--- config.mk ---
export PLATFORM = sky130hd
export DESIGN_NAME = inst_mem_ctrl
export DESIGN_NICKNAME = d
export VERILOG_FILES = /design/src/rtl/inst_mem_ctrl.sv
export SDC_FILE = /design/constraint.sdc
export NUM_CORES = 1
export LEC_CHECK = 0
export BUFFER_PORTS_ARGS = -buffer_cell sky130_fd_sc_hd__buf_2
export CORE_UTILIZATION = 30
export DETAILED_ROUTE_END_ITERATION = 16
export SETUP_SLACK_MARGIN = 0.15
export SLEW_MARGIN = 20
export SYNTH_ARGS = -nofsm -noshare
export SYNTH_HDL_FRONTEND = slang
export SYNTH_SLANG_ARGS = --single-unit
--- constraint.sdc ---
create_clock -name clk -period 2 [get_ports clk]
set_clock_uncertainty 0.15 [all_clocks]
set_input_delay 0.1 -clock clk [delete_from_list [all_inputs] [get_ports clk]]
set_output_delay 0.1 -clock clk [all_outputs]
set_load 0.05 [all_outputs]
--- src/rtl/inst_mem_ctrl.sv ---
// Instruction-fetch responder for an external asynchronous SRAM, with a boot-time load port.
// One FSM arbitrates fetch/load, sequences the strobes for WAIT+1 cycles and pulses ready/ack.
module inst_mem_ctrl #(
  parameter int unsigned ADDR_W = 18,
  parameter int unsigned DATA_W = 16,
  parameter int unsigned WAIT   = 1
) (
  input  logic              clk,
  input  logic              rst,
  input  logic              instEnable_i,
  input  logic [15:0]       instAddr_i,
  output logic [DATA_W-1:0] instData_o,
  output logic              instReady_o,
  input  logic              loadEnable_i,
  input  logic [15:0]       loadAddr_i,
  input  logic [DATA_W-1:0] loadData_i,
  output logic              loadAck_o,
  output logic [ADDR_W-1:0] sramAddr_o,
  input  logic [DATA_W-1:0] sramDataIn_i,
  output logic [DATA_W-1:0] sramDataOut_o,
  output logic              sramDataOe_o,
  output logic              sramCe_n_o,
  output logic              sramOe_n_o,
  output logic              sramWe_n_o
);

  typedef enum logic [1:0] {StIdle, StRead, StWrite, StRecover} state_e;

  localparam logic [2:0] WaitCnt = 3'(WAIT);

  state_e              state_q;
  logic [2:0]          cnt_q;
  logic [DATA_W-1:0]   inst_data_q;
  logic                inst_ready_q;
  logic                load_ack_q;
  logic [ADDR_W-1:0]   sram_addr_q;
  logic [DATA_W-1:0]   sram_dout_q;
  logic                sram_doe_q;
  logic                sram_ce_n_q;
  logic                sram_oe_n_q;
  logic                sram_we_n_q;

  // Strobes are set on the edge entering a state so they are valid for the whole state.
  always_ff @(posedge clk) begin
    if (rst) begin
      state_q      <= StIdle;
      cnt_q        <= 3'd0;
      inst_data_q  <= '0;
      inst_ready_q <= 1'b0;
      load_ack_q   <= 1'b0;
      sram_addr_q  <= '0;
      sram_dout_q  <= '0;
      sram_doe_q   <= 1'b0;
      sram_ce_n_q  <= 1'b1;
      sram_oe_n_q  <= 1'b1;
      sram_we_n_q  <= 1'b1;
    end else begin
      inst_ready_q <= 1'b0;
      load_ack_q   <= 1'b0;
      unique case (state_q)
        StIdle: begin
          cnt_q <= 3'd0;
          if (loadEnable_i) begin
            sram_addr_q <= ADDR_W'(loadAddr_i);
            sram_dout_q <= loadData_i;
            sram_ce_n_q <= 1'b0;
            sram_we_n_q <= 1'b0;
            sram_oe_n_q <= 1'b1;
            sram_doe_q  <= 1'b1;
            state_q     <= StWrite;
          end else if (instEnable_i) begin
            sram_addr_q <= ADDR_W'(instAddr_i);
            sram_ce_n_q <= 1'b0;
            sram_oe_n_q <= 1'b0;
            sram_we_n_q <= 1'b1;
            sram_doe_q  <= 1'b0;
            state_q     <= StRead;
          end
        end
        StRead: begin
          if (cnt_q == WaitCnt) begin
            inst_data_q  <= sramDataIn_i;
            inst_ready_q <= 1'b1;
            sram_ce_n_q  <= 1'b1;
            sram_oe_n_q  <= 1'b1;
            cnt_q        <= 3'd0;
            state_q      <= StIdle;
          end else begin
            cnt_q <= cnt_q + 3'd1;
          end
        end
        StWrite: begin
          if (cnt_q == WaitCnt) begin
            // Release WE first; CE and the data bus stay asserted for hold time.
            sram_we_n_q <= 1'b1;
            cnt_q       <= 3'd0;
            state_q     <= StRecover;
          end else begin
            cnt_q <= cnt_q + 3'd1;
          end
        end
        StRecover: begin
          load_ack_q  <= 1'b1;
          sram_ce_n_q <= 1'b1;
          sram_doe_q  <= 1'b0;
          state_q     <= StIdle;
        end
        default: state_q <= StIdle;
      endcase
    end
  end

  assign instData_o    = inst_data_q;
  assign instReady_o   = inst_ready_q;
  assign loadAck_o     = load_ack_q;
  assign sramAddr_o    = sram_addr_q;
  assign sramDataOut_o = sram_dout_q;
  assign sramDataOe_o  = sram_doe_q;
  assign sramCe_n_o    = sram_ce_n_q;
  assign sramOe_n_o    = sram_oe_n_q;
  assign sramWe_n_o    = sram_we_n_q;

endmodule

==> results of run 1 <==
[worst max-delay path, delay by kind of cell (launching register included)]
kind | cells | cell delay (ns)
flops | 1 | 0.35
simple gates | 1 | 0.39
compound gates | 1 | 0.10
buf+inv | 1 | 0.12
fa+ha+maj | 1 | 0.17
mux | 1 | 0.35
[worst paths after layout]
check	start	endpoint	depth (start not counted)
worst max-delay path	state_q[0]$_SDFFE_PP0P_	state_q[0]$_SDFFE_PP0P_	5
worst min-delay path	instEnable_i	sramDataOe_o$_SDFFE_PP0P_	4
worst max register to register	state_q[0]$_SDFFE_PP0P_	state_q[0]$_SDFFE_PP0P_	5
worst min register to register	instData_o[13]$_SDFFE_PP0P_	instData_o[13]$_SDFFE_PP0P_	2
[timing repair]
action	in CTS	in global routing
hold endpoints to repair	48	0
hold buffers	64	0
resized for setup	2	4
endpoints found under the setup margin	2	33
[routing by layer]
layer  vias to the layer above  share of wire
met2                        76           0.51
met4                         0          0.014
met5                         -              0
met3                         9          0.047
met1                      1164           0.43
li1                       1327              -
[logic make-up (layout without fill, tap and decap cells)]
kind of cell / count (synthesis) / after routing / synth area share
buffers and inverters: 24 / 210 / 0.0502
other: 1 / 2 / 0.00152
AOI/OAI and AO/OA: 68 / 68 / 0.163
and+or+nand+nor: 109 / 109 / 0.197
DFF: 59 / 59 / 0.479
muxes: 19 / 19 / 0.0781
adders and majority gates: 6 / 6 / 0.0304
[through the flow]
step	std cells	total power [µW]
global placement	495	3940
finish	575	5080
CTS	575	5110
global route	575	5420
floorplan	287	3440
detailed placement	495	3970
[layout make-up]
cell class / instances / area, µm²
fill: 748 / 3870
timing repair buffer: 191 / 1300
multi-input combinational: 204 / 1180
sequential: 59 / 1180
clock buffer: 14 / 163
tap: 102 / 128
inverter: 3 / 11.3
clock inverter: 2 / 10.0
[cells in the mapped netlist (2+ instances only)]
| library cell | count | area (µm²) |
|---|---|---|
| inv_1 | 3 | 11.3 |
| o21ai_0 | 4 | 20.0 |
| mux2i_1 | 17 | 170 |
| clkbuf_1 | 5 | 18.8 |
| dfxtp_1 | 59 | 1180 |
| ha_1 | 6 | 75.1 |
| nand2b_1 | 4 | 25.0 |
| buf_4 | 4 | 30.0 |
| nor3b_1 | 2 | 15.0 |
| a21oi_1 | 40 | 200 |
| nor4bb_1 | 2 | 20.0 |
| or3b_1 | 2 | 17.5 |
| buf_1 | 2 | 7.51 |
| nand2_1 | 68 | 255 |
| a211oi_1 | 17 | 128 |
| nor2_1 | 23 | 86.3 |
| mux2_2 | 2 | 22.5 |
| buf_2 | 8 | 40.0 |
[power groups by stage]
stage / combinational (µW) / sequential, µW / clock (µW)
after global placement: 2310 / 1630 / 0
final: 2500 / 1620 / 957
after global routing: 2710 / 1660 / 1050
after CTS: 2490 / 1610 / 1000
after detailed placement: 2340 / 1640 / 0
after floorplan: 966 / 2470 / 0
[state kept, by name (all words and copies together) (netlist names)]
| signal | count |
|---|---|
| state_q | 2 |
| instReady_o | 1 |
| sramDataOe_o | 1 |
| sramWe_n_o | 1 |
| instData_o | 16 |
| sramDataOut_o | 16 |
| sramAddr_o | 16 |
| sramOe_n_o | 1 |
| sramCe_n_o | 1 |
| loadAck_o | 1 |
| cnt_q | 3 |
==> summary.md, run 1 <==
| Metric | Value |
|---|---|
| CP Data Required Time | `2.06 ns` |
| Fin. Hold Viols | `0` |
| CTS root buf | `clkbuf_8` |
| Area Growth Syn to Fin | `61.4%` |
| FMAX | `576 MHz` |
| WP data arrival | `1.80 ns` |
| Layout cell share with drive strength beyond 1 | `0.317` |
| Total CTS buffers | `9` |
| GR Overflow Total | `0` |
| Clock network power share | `0.189` |
| Starting DRT DRC Count | `62` |
| CTS Buffer Depth | `2` |
| Crit path max fanout | `8` |
| Dpl ws | `0.0968 ns` |
| Synth Instances | `286` |
| Internal power | `2810 µW` |
| Async SR Flop Fraction | `0` |
| Routed vias/inst | `4.48` |
| Synth cell types | `36` |
| Area post-placement | `3150 µm²` |
| Die area | `8590 µm²` |
| Remaining DRCs | `0` |
| Crit end category | `flip-flop` |
| RSZ-0062 raised after global routing | `false` |
| Antenna violations before repair | `0` |
| Switching Fraction | `0.447` |
| Global Route Usage Sum | `0.159` |
| Leak | `0.00183 µW` |
| Final core occ | `0.507` |
| Max VDD drop | `643 µV` |
| Grt met1 use | `0.167` |
| Comb pwr share | `0.492` |
| Depth of the CTS H-tree | `3` |
| PD cells | `1280 nW/µm²` |
| Worst slew margin | `0.579` |
| Layout Nets | `542` |
| Via count | `2,576` |
| Max incr delay on CP | `0.39 ns` |
| Core box area | `7850 µm²` |
| Routed WL | `6670 µm` |
| Post-synthesis cell area | `2470 µm²` |
| HP Class | `in2reg` |
| Slew Viols, Final | `0` |
| Commonest non-fill, non-tap cell in the layout | `buf_2` |
| Register area share after synthesis | `0.479` |
| I/O pin count | `124` |
| Final hold slack | `0.0690 ns` |
| First-pass GRT wire length | `10,800 µm` |
| Worst Tran Pin Value | `0.632 ns` |
| Diode count | `0` |
| Vias in the first global route | `2,468` |
| Max_cap viols | `0` |
| Gr busiest metal | `met2` |
| Final period util | `0.867` |
| CTS tree | `done` |
| IO Port Bufs | `121` |
| Fin area | `3980 µm²` |
| Setup violations, final | `0` |
| Post-CTS setup buffers | `0` |
| Met2 usage | `0.301` |
| Antenna-violating nets left | `0` |
| Crit path kind | `reg2reg` |
| #FFs+latches synth | `59` |
| Setup TNS | `0 ns` |
| Clk_lat worst skew | `0.32 ns` |
| Outcome | `completed` |
| Die span in y | `92.7 µm` |
| Reg2reg setup slack | `0.27 ns` |
| Fin crit period | `1.73 ns` |
| Average size of a mapped cell | `8.62 µm²` |
| Clock Sinks | `59` |
| TritonRoute pass-1 iters | `4` |
| Critical-path cell list | `inv_2 -> ha_4 -> or3b_1 -> o21ai_2 -> mux2_2` |
| Placer congestion estimate | `0.709` |
| EDFF count, synth | `0` |
| CP startpoint kind | `flip-flop` |
| Row cnt | `32` |
| Detailed placement HPWL | `3990 µm` |
| Switching power | `2270 µW` |
| Sequential share of power | `0.319` |
| CP max-delay cell | `or3b_1` |
| Most frequent cells in the layout | `buf_2, nand2_1, dlygate4sd3_1` |
| Final setup margin | `0.265 ns` |
| Most used flip-flop cell after synthesis | `dfxtp_1` |
| Die Wd | `92.7 µm` |
| Yosys warns | `0` |
| Met3 Track Usage GR | `0.0353` |
| Wire length per cell | `11.6 µm` |
| CTS clk-pin slew, worst paths | `0.06 ns` |
| Starting density of the core | `0.314` |
| Largest net degree at the start of global routing | `35` |
No activity file was read; power rests on OpenSTA's default activity.
==> run 2, diff against run 1 <==
CORE_UTILIZATION = 45   (was 30)
PLACE_DENSITY = 0.79   (was unset)
==> run 2 against run 1 <==
Register-to-register slack hardly changed. Critical path depth stayed put. Clock power is 0.9% higher. Sequential share of layout area is 0.27 points higher. Maximum frequency is 0.66% lower. Non-clock buffer count stayed put. Flip-flop and latch count stayed put. Global-route usage is 9.2 points higher. Core utilization is 25 points higher. Design area is 0.91% lower. Highest routed layer unchanged.
==> summary.md, run 2 (synthesis gave the netlist of run 1 again) <==
| Metric | Value |
|---|---|
| Outcome | `completed` |
| Worst Tran Pin Value | `0.590 ns (-0.0422 ns)` |
| Layout Nets | `542 (unchanged)` |
| PD cells | `1300 nW/µm² (+2.0%)` |
| Met2 usage | `0.473 (+0.171)` |
| GR Overflow Total | `0 (unchanged)` |
| Fin area | `3950 µm² (-0.91%)` |
| Antenna-violating nets left | `0 (unchanged)` |
| Clock Sinks | `59 (unchanged)` |
| Placed Cells | `464 (-6.3%)` |
| Fin. Hold Viols | `0 (unchanged)` |
| Crit end category | `flip-flop` |
| HP Class | `in2reg` |
| Core box area | `5200 µm² (-34%)` |
| CP startpoint kind | `flip-flop` |
| Placer congestion estimate | `0.734 (+3.4%)` |
| Crit path kind | `reg2reg` |
| Max incr delay on CP | `0.39 ns (about the same)` |
| R2r endpoint | `state_q[1]$_SDFFE_PP0P_` |
| Die Wd | `76.0 µm (-18%)` |
| Crit path max fanout | `8 (unchanged)` |
| Detailed placement HPWL | `3890 µm (-2.4%)` |
| Setup TNS | `0 ns (unchanged)` |
| Total CTS buffers | `9 (unchanged)` |
| WP data arrival | `1.80 ns (about the same)` |
| Worst r2r path cells | `5 (unchanged)` |
| FMAX | `573 MHz (-0.66%)` |
| Depth of the CTS H-tree | `3 (unchanged)` |
| Starting DRT DRC Count | `122 (+97%)` |
| Met3 Track Usage GR | `0.0599 (+0.0246)` |
| CTS clk-pin slew, worst paths | `0.06 ns (about the same)` |
| Wire length per cell | `13.1 µm (+13%)` |
| Reg-to-reg critical path startpoint | `state_q[0]$_SDFFE_PP0P_` |
| Area post-placement | `3120 µm² (-1.0%)` |
| Area Growth Syn to Fin | `60.0%` |
| Final Power | `5130 µW (+1.1%)` |
| Worst slew margin | `0.607 (+0.0281)` |
| Critical path startpoint | `state_q[0]$_SDFFE_PP0P_` |
| Post-CTS setup buffers | `0 (unchanged)` |
| Row cnt | `26 (-19%)` |
| Slew Viols, Final | `0 (unchanged)` |
| First-pass GRT wire length | `11,600 µm (+7.1%)` |
| Starting density of the core | `0.474 (+0.160)` |
| Multi-input logic area | `1180 µm² (unchanged)` |
| Final setup margin | `0.254 ns (-0.0116 ns)` |
| Routed vias/inst | `4.87 (+8.7%)` |
| Final period util | `0.873 (+0.00578)` |
| Layout cell share with drive strength beyond 1 | `0.322 (+0.00491)` |
| Diode count | `0 (unchanged)` |
| Critical-path cell list | `inv_2 -> ha_4 -> or3b_1 -> o21ai_2 -> mux2_2` |
| Die area | `5780 µm² (-33%)` |
| Setup crit end | `state_q[1]$_SDFFE_PP0P_` |
| Die span in y | `76.0 µm (-18%)` |
| Global Route Usage Sum | `0.252 (+0.0924)` |
| Remaining DRCs | `0 (unchanged)` |
| Commonest non-fill, non-tap cell in the layout | `buf_2` |
| Leak | `0.00184 µW (+0.32%)` |
| IO Port Bufs | `121 (unchanged)` |
| Max_cap viols | `0 (unchanged)` |
| CTS Buffer Depth | `2 (unchanged)` |
| I/O pin count | `124 (unchanged)` |
| Gr busiest metal | `met2` |
| Routed WL | `7100 µm (+6.4%)` |
| Final Non-Filler Cells | `542 (-5.7%)` |
| Vias in the first global route | `2,582 (+4.6%)` |
| Fin crit period | `1.75 ns (+0.0116 ns)` |
| Setup violations, final | `0 (unchanged)` |
| Max VDD drop | `802 µV (+25%)` |
| Clk_lat worst skew | `0.32 ns (about the same)` |
| Reg area | `1180 µm² (unchanged)` |
| CP max-delay cell | `or3b_1` |
| Dpl ws | `0.101 ns (+0.00403 ns)` |
| CTS root buf | `clkbuf_8` |
| CP Data Required Time | `2.06 ns (about the same)` |
| Antenna violations before repair | `0 (unchanged)` |
| Largest net degree at the start of global routing | `33 (-5.7%)` |
| Reg2reg setup slack | `0.25 ns (about the same)` |
| Grt met1 use | `0.262 (+0.0956)` |
| TritonRoute pass-1 iters | `4 (unchanged)` |
| RSZ-0062 raised after global routing | `false` |
| Most frequent cells in the layout | `buf_2, nand2_1, dlygate4sd3_1` |
| CTS tree | `done` |
| # fillers | `362 (-52%)` |
| Via count | `2,639 (+2.4%)` |
[run 2: report_power, final]
| part | leakage [µW] | total (µW) | internal, µW | switching [µW] |
|---|---|---|---|---|
| Combinational | 0.00126 | 2540 | 845 | 1700 |
| Sequential | 0.000484 | 1630 | 1460 | 170 |
| Clock | 0.0000953 | 966 | 541 | 425 |
[run 2: worst max-delay path: cells and delay by family, from the launching register on]
| family | cells | cell delay (ns) |
|---|---|---|
| and+or+nand+nor | 1 | 0.39 |
| buffers and inverters | 1 | 0.12 |
| muxes | 1 | 0.34 |
| DFF | 1 | 0.35 |
| adders and majority gates | 1 | 0.18 |
| AOI/OAI and AO/OA | 1 | 0.09 |
[run 2: layout make-up]
cell class | count | area share
clock buffers | 13 | 0.0428
clock inverters | 2 | 0.00254
inverters | 3 | 0.00285
multi-input cells | 204 | 0.300
flip-flops and latches | 59 | 0.299
well taps | 70 | 0.0222
repair buffers | 191 | 0.330
[run 2: per-stage QoR]
stage | hold slack, ns | utilization
after floorplan | 0.0860 | -
after global placement | 0.191 | 0.599
after detailed placement | 0.197 | 0.599
after CTS | 0.00401 | 0.756
after global routing | 0.0316 | 0.758
final | 0.0253 | 0.758
[run 2: how the worst min path moves through the flow]
stage | from | endpoint | slack [ns] | cells after the start
floorplan | sramDataIn_i[10] | instData_o[10]$_SDFFE_PP0P_ | 0.09 | 2
detailed placement | loadData_i[14] | sramDataOut_o[14]$_SDFFE_PP0P_ | 0.20 | 3
finish | loadAddr_i[12] | sramAddr_o[12]$_SDFFE_PP0P_ | 0.03 | 3
global placement | loadData_i[14] | sramDataOut_o[14]$_SDFFE_PP0P_ | 0.19 | 3
CTS | loadAddr_i[12] | sramAddr_o[12]$_SDFFE_PP0P_ | 0.004 | 3
global route | loadAddr_i[12] | sramAddr_o[12]$_SDFFE_PP0P_ | 0.03 | 3
[run 2: per-layer routing]
| layer | vias up | routed length [µm] |
|---|---|---|
| li1 | 1332 | - |
| met3 | 17 | 383 |
| met2 | 105 | 3740 |
| met4 | 0 | 150 |
| met5 | - | 0 |
| met1 | 1185 | 2820 |
[run 2: timing repair]
action,in CTS,in global routing
hold endpoints to repair,48,0
gates cloned,0,0
endpoints found under the setup margin,2,28
hold buffers,63,0
pin swaps,0,0
gates resized for setup,2,4
==> run 3, diff against run 2 <==
CORE_UTILIZATION = 47   (was 45)
CTS_BUF_LIST = sky130_fd_sc_hd__clkbuf_4   (was unset)
PLACE_DENSITY = 0.82   (was 0.79)
REMOVE_ABC_BUFFERS = 1   (was unset)
==> run 3 against run 2 <==
Wire length grew 8.0%. Sequential share of layout area grew 0.20 points. Global-route usage increased by 2.8 points. Clock power fell by 19%. Cell count grew 0.37%. Hold slack improved by 0.068 ns. Maximum frequency rose by 0.75%. Combinational power hardly changed. Die area shrank 4.2%. Worst setup slack better by 0.013 ns. Clock-buffer cell count shrank 2.
==> summary.md, run 3 (synthesis gave the netlist of run 1 again) <==
| Metric | Value |
|---|---|
| Clk_lat worst skew | `0.38 ns (+0.06 ns)` |
| Worst Tran Pin Value | `0.622 ns (+0.0324 ns)` |
| Outcome | `completed` |
| Die Wd | `74.4 µm (-2.1%)` |
| Internal power | `2680 µW (-5.6%)` |
| RSZ-0062 raised after global routing | `false` |
| Layout Nets | `547 (+0.92%)` |
| Crit end category | `flip-flop` |
| CP Data Required Time | `2.12 ns (+0.06 ns)` |
| Comb pwr share | `0.516 (+0.021)` |
| Leak | `0.00183 µW (-0.38%)` |
| Placed Cells | `462 (-0.43%)` |
| Vias in the first global route | `2,588 (+0.23%)` |
| Crit path kind | `reg2reg` |
| Largest net degree at the start of global routing | `26 (-21%)` |
| Core box area | `4880 µm² (-6.2%)` |
| WP data arrival | `1.86 ns (+0.06 ns)` |
| CTS tree | `done` |
| Placer congestion estimate | `0.754 (+2.8%)` |
| CTS root buf | `clkbuf_4` |
| TritonRoute pass-1 iters | `6 (+2)` |
| Clock Sinks | `59 (unchanged)` |
| Fin. Hold Viols | `0 (unchanged)` |
| Final period util | `0.867 (-0.00649)` |
| Routed WL | `7670 µm (+8.0%)` |
| Switching Fraction | `0.462 (+0.0160)` |
| Setup violations, final | `0 (unchanged)` |
| Most frequent cells in the layout | `buf_2, nand2_1, dlygate4sd3_1` |
| GR Overflow Total | `0 (unchanged)` |
| CTS Buffer Depth | `2 (unchanged)` |
| # fillers | `305 (-16%)` |
| Starting DRT DRC Count | `103 (-16%)` |
| Global Route Usage Sum | `0.279 (+0.0276)` |
| Antenna violations before repair | `0 (unchanged)` |
| CP max-delay cell | `dfxtp_1` |
| Die area | `5540 µm² (-4.2%)` |
| CP startpoint kind | `flip-flop` |
| Depth of the CTS H-tree | `3 (unchanged)` |
| Via count | `2,717 (+3.0%)` |
| Final setup margin | `0.267 ns (+0.0130 ns)` |
| Reg2reg setup slack | `0.27 ns (about the same)` |
| Switching power | `2310 µW (+0.71%)` |
| Final Non-Filler Cells | `544 (+0.37%)` |
| Wire length per cell | `14.1 µm (+7.7%)` |
| IO Port Bufs | `121 (unchanged)` |
| Layout cell share with drive strength beyond 1 | `0.319 (-0.00338)` |
| CP bufs+invs | `2 (+1)` |
| Post-CTS setup buffers | `0 (unchanged)` |
| Total CTS buffers | `9 (unchanged)` |
| CTS clk-pin slew, worst paths | `0.10 ns (+0.04 ns)` |
| Area Growth Syn to Fin | `58.9%` |
| Remaining DRCs | `0 (unchanged)` |
| Die span in y | `74.4 µm (-2.1%)` |
| Max incr delay on CP | `0.36 ns (-0.03 ns)` |
| PD cells | `1270 nW/µm² (-2.1%)` |
| Worst slew margin | `0.585 (-0.0216)` |
| Diode count | `0 (unchanged)` |
| HP Class | `in2reg` |
| Max_cap viols | `0 (unchanged)` |
| Slew Viols, Final | `0 (unchanged)` |
| Max VDD drop | `1020 µV (+28%)` |
| I/O pin count | `124 (unchanged)` |
| Dpl ws | `0.114 ns (+0.0128 ns)` |
| Routed vias/inst | `4.99 (+2.6%)` |
| Crit path max fanout | `22 (+14)` |
| Detailed placement HPWL | `4020 µm (+3.3%)` |
| Multi-input logic area | `1180 µm² (-0.32%)` |
| Largest delay share family, worst path | `compound AO/OA/AOI/OAI gates` |
| Reg area | `1180 µm² (unchanged)` |
| Row cnt | `25 (-3.8%)` |
| Critical-path cell list | `inv_2 -> ha_4 -> o21a_1 -> buf_4 -> nor2_1 -> a211oi_1` |
| First-pass GRT wire length | `11,400 µm (-1.5%)` |
| Commonest non-fill, non-tap cell in the layout | `buf_2` |
| Starting density of the core | `0.505 (+0.0316)` |
| Clock network power share | `0.157 (-0.031)` |
| FMAX | `577 MHz (+0.75%)` |
| Antenna-violating nets left | `0 (unchanged)` |
| Fin crit period | `1.73 ns (-0.0130 ns)` |
| Sequential share of power | `0.327 (+0.010)` |
## run 3: worst paths after layout
kind                                               startpoint                             to  depth (start not counted)
worst max-delay path                  state_q[0]$_SDFFE_PP0P_    sramAddr_o[10]$_SDFFE_PP0P_                          6
worst max register to register        state_q[0]$_SDFFE_PP0P_    sramAddr_o[10]$_SDFFE_PP0P_                          6
worst min register to register  sramDataOut_o[6]$_SDFFE_PP0P_  sramDataOut_o[6]$_SDFFE_PP0P_                          2
worst min-delay path                             loadEnable_i        sramWe_n_o$_SDFFE_PP1P_                          4
## run 3: layout make-up
class	count	area share
clock buffer	11	0.0211
clock inverter	4	0.0109
inverter	3	0.00287
multi-input combinational	204	0.301
sequential	59	0.301
tap	67	0.0214
timing repair buffer	196	0.341
## run 3: power groups by stage
stage | Combinational (µW) | Clock [µW] | Sequential, µW
2_1_floorplan | 882 | 0 | 2470
3_3_place_gp | 2290 | 0 | 1630
3_5_place_dp | 2340 | 0 | 1640
4_1_cts | 2490 | 802 | 1620
5_1_grt | 2760 | 848 | 1660
6_report | 2570 | 786 | 1630
## run 3: per-layer routing
metal	track usage	routed length, µm	vias up
li1	-	-	1342
met4	0.134	257	0
met3	0.0732	436	24
met2	0.525	4040	130
met1	0.285	2930	1221
met5	0	0	-
## run 3: timing repair
| action | in CTS | in global routing |
|---|---|---|
| setup endpoints to repair | 2 | 16 |
| gates resized for setup | 2 | 3 |
| endpoints found under the hold margin | 51 | 0 |
| hold buffers | 67 | 0 |
| gates cloned | 0 | 0 |
## run 3: stage by stage
step	utilization	setup TNS (ns)	power [µW]	instance area [µm²]	hold WS, ns
after global routing	0.803	0	5270	3920	0.0964
after global placement	0.637	0	3920	3110	0.191
after floorplan	-	-0.0754	3360	2360	0.0191
after detailed placement	0.637	0	3970	3110	0.197
after CTS	0.802	0	4910	3920	0.0424
final	0.803	0	4990	3920	0.0931
## run 3: worst reg2reg max path, cell delays in order, from the launching register on
cell and delay, ns:
dfxtp_1 0.36, inv_2 0.12, ha_4 0.18, o21a_1 0.15, buf_4 0.24, nor2_1 0.10, a211oi_1 0.34
